### src/rtl/axis_tpg_pkg.sv
// Shared types for the AXI-Stream burst arbiter: FSM state encoding
// and the index-width helper used by the top and the round-robin picker.
package axis_tpg_pkg;

  typedef enum logic {
    IDLE  = 1'b0,
    GRANT = 1'b1
  } state_e;

  // Width of a source index; never below one bit.
  function automatic int idx_w(input int n);
    return (n > 1) ? $clog2(n) : 1;
  endfunction

endpackage

### src/rtl/axis_rr_select.sv
// Round-robin picker: first requesting source after last_idx, wrapping.
// Purely combinational; found is low when no source requests.
module axis_rr_select
  import axis_tpg_pkg::*;
#(
  parameter  int NUM_SRC = 4,
  localparam int IDX_W   = idx_w(NUM_SRC)
) (
  input  logic [NUM_SRC-1:0] req,
  input  logic [IDX_W-1:0]   last_idx,
  output logic [IDX_W-1:0]   next_idx,
  output logic               found
);

  // Scan last_idx+1 .. last_idx+NUM_SRC modulo NUM_SRC, keep the first hit.
  always_comb begin
    int j;
    j        = 0;
    next_idx = last_idx;
    found    = 1'b0;
    for (int i = 1; i <= NUM_SRC; i++) begin
      j = int'(last_idx) + i;
      if (j >= NUM_SRC) j = j - NUM_SRC;
      if (!found && req[j]) begin
        found    = 1'b1;
        next_idx = IDX_W'(j);
      end
    end
  end

endmodule

### src/rtl/axis_burst_arbiter.sv
// AXI-Stream N:1 packet arbiter, round-robin, bursts capped at MAX_BURST.
// Optional m_axis_tdest output when AXIS_BURST_ARBITER_TDEST_EN is defined.
module axis_burst_arbiter
  import axis_tpg_pkg::*;
#(
  parameter  int NUM_SRC            = 4,
  parameter  int M_AXIS_TDATA_WIDTH = 32,
  parameter  int MAX_BURST          = 16,
  localparam int IDX_W              = idx_w(NUM_SRC),
  localparam int DW                 = M_AXIS_TDATA_WIDTH
) (
  input  logic                  m_axis_aclk,
  input  logic                  m_axis_areset,
  input  logic                  enable,
  input  logic [NUM_SRC*DW-1:0] s_axis_tdata,
  input  logic [NUM_SRC-1:0]    s_axis_tvalid,
  input  logic [NUM_SRC-1:0]    s_axis_tlast,
  output logic [NUM_SRC-1:0]    s_axis_tready,
  output logic [DW-1:0]         m_axis_tdata,
  output logic                  m_axis_tvalid,
  output logic                  m_axis_tlast,
  input  logic                  m_axis_tready,
  output logic [IDX_W-1:0]      grant_idx,
  output logic                  busy
`ifdef AXIS_BURST_ARBITER_TDEST_EN
  ,
  output logic [IDX_W-1:0]      m_axis_tdest
`endif
);

  localparam logic [15:0] LAST_CNT = 16'(MAX_BURST - 1);

  state_e           state_q, state_d;
  logic [IDX_W-1:0] grant_idx_q, grant_idx_d;
  logic [15:0]      beat_cnt_q, beat_cnt_d;
  logic [IDX_W-1:0] rr_idx;
  logic             rr_found;
  logic             hs;

  axis_rr_select #(
    .NUM_SRC (NUM_SRC)
  ) u_rr (
    .req      (s_axis_tvalid),
    .last_idx (grant_idx_q),
    .next_idx (rr_idx),
    .found    (rr_found)
  );

  // Datapath mux: granted source passes straight through, others held off.
  always_comb begin
    m_axis_tdata  = '0;
    m_axis_tvalid = 1'b0;
    m_axis_tlast  = 1'b0;
    s_axis_tready = '0;
    if (state_q == GRANT) begin
      m_axis_tdata  = s_axis_tdata[int'(grant_idx_q)*DW +: DW];
      m_axis_tvalid = s_axis_tvalid[grant_idx_q];
      m_axis_tlast  = s_axis_tlast[grant_idx_q] |
                      (beat_cnt_q == LAST_CNT);
      s_axis_tready[grant_idx_q] = m_axis_tready;
    end
  end

  assign hs = m_axis_tvalid & m_axis_tready;

  // Next-state: arbitrate in IDLE, count beats and release on tlast in GRANT.
  always_comb begin
    state_d     = state_q;
    grant_idx_d = grant_idx_q;
    beat_cnt_d  = beat_cnt_q;
    unique case (state_q)
      IDLE: begin
        if (enable && rr_found) begin
          state_d     = GRANT;
          grant_idx_d = rr_idx;
          beat_cnt_d  = '0;
        end
      end
      GRANT: begin
        if (hs) begin
          beat_cnt_d = beat_cnt_q + 16'd1;
          if (m_axis_tlast) state_d = IDLE;
        end
      end
    endcase
  end

  // State registers; reset points grant_idx at the last source so source 0 goes first.
  always_ff @(posedge m_axis_aclk) begin
    if (m_axis_areset) begin
      state_q     <= IDLE;
      grant_idx_q <= IDX_W'(NUM_SRC - 1);
      beat_cnt_q  <= '0;
    end else begin
      state_q     <= state_d;
      grant_idx_q <= grant_idx_d;
      beat_cnt_q  <= beat_cnt_d;
    end
  end

  assign grant_idx = grant_idx_q;
  assign busy      = (state_q == GRANT);

`ifdef AXIS_BURST_ARBITER_TDEST_EN
  assign m_axis_tdest = busy ? grant_idx_q : '0;
`endif

endmodule

### config.mk
export PLATFORM = sky130hd
export DESIGN_NAME = axis_burst_arbiter
export DESIGN_NICKNAME = d
export VERILOG_FILES = /design/src/rtl/axis_tpg_pkg.sv /design/src/rtl/axis_rr_select.sv /design/src/rtl/axis_burst_arbiter.sv
export SDC_FILE = /design/constraint.sdc
export NUM_CORES = 1
export LEC_CHECK = 0
export ABC_AREA = 0
export CORE_MARGIN = 2
export CORE_UTILIZATION = 36
export DETAILED_ROUTE_END_ITERATION = 10
export HOLD_SLACK_MARGIN = 0.06
export PLACE_DENSITY = 0.88
export SYNTH_ARGS = -nofsm -noshare
export SYNTH_HDL_FRONTEND = slang
export SYNTH_SLANG_ARGS = --single-unit
### constraint.sdc
create_clock -name m_axis_aclk -period 3.75 [get_ports m_axis_aclk]
set_input_delay 0.75 -clock m_axis_aclk [delete_from_list [all_inputs] [get_ports m_axis_aclk]]
set_output_delay 0.75 -clock m_axis_aclk [all_outputs]
set_load 0.01 [all_outputs]
* Yosys cells after proc, flatten, opt, wreduce, memory -nomap -nowiden
Cells that the tools add are included.
** Operators by class
- Add/subtract/negate cells :: 9
- $lt $le $gt $ge :: 10
- Eq/ne operators :: 3
- Shifts and indexed selects :: 1
- Muxes and demuxes :: 41
- Bitwise logic cells :: 4
- Reduce and logical (&&, ||, !) cells :: 11
** Operators with widths (number)
- $mux 32 :: 5
- $ge 32x4->1 const B :: 4
- $lt 32x4->1 const B :: 4
- $shiftx 128x8->32 :: 1
- $sub 32x4->32 const B :: 4
- $mux 16 :: 2
- $pmux 16 s2 :: 1
- $mux 1 :: 20
- $add 16x1->16 const B :: 1
- $eq 16x4->1 const B :: 1
- $bmux 1 s2 :: 6
- $mux 2 :: 4
- $add 2x2->3 const B :: 2
- $logic_and 1x1->1 :: 5
- $add 2x3->4 const B :: 1
- $and 4x4->4 :: 1
- $mux 4 :: 1
- $reduce_bool 4->1 :: 1
- $add 2x1->3 const B :: 1
- $logic_not 1->1 :: 3
- $lt 2x3->1 const B :: 1
- $reduce_and 3->1 :: 1
- $demux 1 s2 :: 1
- $ge 2x1->1 const B :: 1
- 7 further kinds :: 7
** Storage, ports and cells
- Flip-flop bits (word level) :: 19
- Input bits :: 140
- Word-level logic and storage cells :: 82

* Longest topological paths before layout
- Depth in word-level cells :: 19
- Gate-level depth with buffers :: 8
- Depth with buffers taken out :: 7

* Modules after synthesis
Synthesis repeated with hierarchy kept, for this count alone.
** Unflattened totals
- Cells, all modules :: 219
- Area, all modules :: 2143.3 µm²
** Modules (own cells, without submodules)
- axis_burst_arbiter :: instances 1, cells each 205, area each 2060.7 µm²
- axis_rr_select :: instances 1, cells each 14, area each 82.6 µm²

* Worst setup path before layout
Ideal clock, no wire load.
- Kind :: register to output
- Start :: reg grant_idx_q[0], in the netlist grant_idx[0]
- End :: out m_axis_tdata[22]
- Arrival :: 1.804 ns
- Data required time :: 3.000 ns
- Slack :: 1.196 ns
- Cell stages (with the launch flop) :: 5
- Path through :: dfxtp_1 buf_2 buf_2 mux4_2 and2_1
** Between the ends
- Cells in the longest elaborated chain, start to end :: 2
** Ends and longest elaborated chain
- start, declared :: RTL line axis_burst_arbiter.sv:34 : logic [IDX_W-1:0] grant_idx_q, grant_idx_d;
- start signal, assigned :: RTL line axis_burst_arbiter.sv:92 : grant_idx_q <= IDX_W'(NUM_SRC - 1);
- start signal, assigned :: RTL line axis_burst_arbiter.sv:96 : grant_idx_q <= grant_idx_d;
- $shiftx 128x8->32 :: RTL line axis_burst_arbiter.sv:56 : m_axis_tdata = s_axis_tdata[int'(grant_idx_q)*DW +: DW];
- $mux 32 :: RTL line axis_burst_arbiter.sv:55 : if (state_q == GRANT) begin
- end, declared :: RTL line axis_burst_arbiter.sv:19 : output logic [DW-1:0] m_axis_tdata,
Every way passes these cells.

* Final worst setup path
- Start :: in s_axis_tvalid[2]
- End :: out m_axis_tvalid
** Between the ends
- Cells in the longest elaborated chain, start to end :: 3
** Ends and longest elaborated chain
- start, declared :: RTL line axis_burst_arbiter.sv:16 : input logic [NUM_SRC-1:0] s_axis_tvalid,
- $bmux 1 s2 :: RTL line axis_burst_arbiter.sv:57 : m_axis_tvalid = s_axis_tvalid[grant_idx_q];
- $mux 1 (not written as such) :: RTL line axis_burst_arbiter.sv:57
- $mux 1 :: RTL line axis_burst_arbiter.sv:55
- end, declared :: RTL line axis_burst_arbiter.sv:20 : output logic m_axis_tvalid,
Every way passes these cells. The select of a mux whose other input is x is not followed.

==> results.cfg <==
[placement]
dp.cells = 466
hpwl_mm = 7.56
place_congestion = 0.856
port_buffers = 180

[drt]
via_count = 2577
first_iter_violations = 83
drc = 0
first_pass_iters = 6
wirelength_mm = 8.94
wl_per_cell_um = 19.0
drtAntennaViolNets = 0
viasPerCell = 5.48

[logic_synthesis]
yosysSeqAreaShare = 0.173
synthCells = 221
syn_nets = 366
synth_area_leaders = mux4_2 (37%), dfxtp_1 (17%), and2_1 (9.7%)
synthFlopType = dfxtp_1
postSynthAreaPerCell_um2 = 9.96
yosys_warnings = 0
post-synth-top-count-cell = mux4_2
yosys.area.top_type = mux4_2
syn_area_mm2 = 0.00220
synth_top_area_share = 0.368
yosysUniqueCellTypes = 34
ys_ff_latch = 19
synth-edff-count = 0
synth.cells.most_frequent = mux4_2 (36), and2_1 (34), nor2_1 (24)
synthArstFlopShare = 0

[global_route]
track_usage = 0.252
antenna_found_initial = 0
grt_pass1_vias = 2494
grt-ovfl-total = 0
grt_max_degree = 27
grt_pass1_wl_mm = 12.8

[power_and_ir_drop]
peakVddDrop_v = 0.000209
p_leak_nw = 1.52
p_per_area_mw_per_mm2 = 301

[die]
dieArea_mm2 = 0.00676
coreArea_mm2 = 0.00592
die_w_um = 82.2
start_util = 0.372
rows = 28
io_pins = 181
die_height_um = 82.2

[cts]
clk_path_buf_depth = 2
clk_latency_ns = 0.25
h-tree-depth = 1
cts_made_buffers = 3
cts_hold_buf = 0
cts-root-buf = clkbuf_8
cts_tree = built
cts_resized = 0
clkTransAtPathRegs_ns = 0.07
cts.sinks = 19
cts_setup_buffers = 0

[timing]
relSlewSlack = 0.473
hold_viol = 0
setup_tns_ns = 0
fmax_mhz = 306
rsz0062_at_grt = false
period_minus_slack_ns = 3.27
fin_worst_skew_ns = 0.00262
fin_crit_sh = 0.872
setup_violations = 0
drv_slew = 0
tightest_slew_ns = 0.784

[final_layout]
stdcell_count = 470
syn_to_final_growth_pct = 87.8
diodes = 0
drive_gt1_frac = 0.127
final_nets = 541

[critical_path]
worstSetupStartpointType = input port
end_kind = output pin
arrival_ns = 2.52
path_max_fanout = 8
critical_path_required_ns = 3.00
reg2reg_from = grant_idx[1]$_SDFFE_PP1P_
worstSetupStartpoint = s_axis_tvalid[2]
critPathKind = input port to output pin

[min_path]
hold_path_startpoint = beat_cnt_q[1]$_SDFFE_PP0P_
worst_hold_path_type = flip-flop to flip-flop

[flow_run]
maxCapViolations = 0

[run_status]
status = complete, no violations
## sequential cells by signal, summed over array words and instances (netlist names)
register / cells
grant_idx: 2
busy: 1
beat_cnt_q: 16
## worst max-delay path, cell delays in order
cell             delay [ns]
clkdlybuf4s50_1        0.54
mux4_2                 0.57
and2_1                 0.19
clkdlybuf4s50_1        0.47
## path summary, 6_finish.rpt
check / slack, ns / end / cells after the start
setup / recovery: 0.48 / m_axis_tvalid / 4
hold / removal: 0.50 / beat_cnt_q[1]$_SDFFE_PP0P_ / 2
setup reg to reg: 1.39 / grant_idx[0]$_SDFFE_PP1P_ / 7
hold reg to reg: 0.50 / beat_cnt_q[1]$_SDFFE_PP0P_ / 2
## cells in the final DEF (no fill, tap or decap), drive strengths merged, types with 8 or more instances in the layout
master and n:
nand2 11, clkdlybuf4s50 180, nand4 8, mux4 37
and2 34, nor2 24, dfxtp 19
## stage by stage
| stage | util | worst slack [ns] | hold slack (ns) | area (um2) | total power (W) |
|---|---|---|---|---|---|
| 2_1_floorplan | - | 1.20 | 0.443 | 2200 | 0.000747 |
| 3_3_place_gp | 0.691 | 0.515 | 0.463 | 4090 | 0.00109 |
| 3_5_place_dp | 0.691 | 0.507 | 0.490 | 4090 | 0.00111 |
| 4_1_cts | 0.698 | 0.488 | 0.499 | 4130 | 0.00125 |
| 5_1_grt | 0.698 | 0.427 | 0.534 | 4130 | 0.00132 |
| 6_report | 0.698 | 0.479 | 0.497 | 4130 | 0.00124 |
## cell type report
cell class / instances / area [um2]
timing repair buffer: 184 / 1860
fill: 439 / 1790
multi-input combinational: 183 / 1740
sequential: 19 / 383
tap: 75 / 93.8
clock buffer: 4 / 45.0
inverter: 5 / 18.8
## kinds of logic after synthesis
kind of cell / Yosys count / synth area share
DFF: 19 / 0.173
xor gates and xnor gates: 14 / 0.0557
AOI/OAI and AO/OA: 17 / 0.0483
muxes: 38 / 0.385
buffers and inverters: 19 / 0.0381
adders and majority gates: 5 / 0.0284
and+or+nand+nor: 109 / 0.271
## routing by layer
layer  wire [um]  GRT usage  up-vias
li1            -          -     1195
met1        3130      0.267     1231
met2        4680      0.459      125
met3         804     0.0685       26
met4         320      0.117        0
met5           0          0        -
## where the power goes
| group | internal, W | switching (W) |
|---|---|---|
| logic | 0.000545 | 0.000289 |
| clock network | 0.0000754 | 0.0000631 |
| registers | 0.000212 | 0.0000575 |
| total | 0.000833 | 0.000410 |
Note: power is estimated with default switching activity, not from simulation.
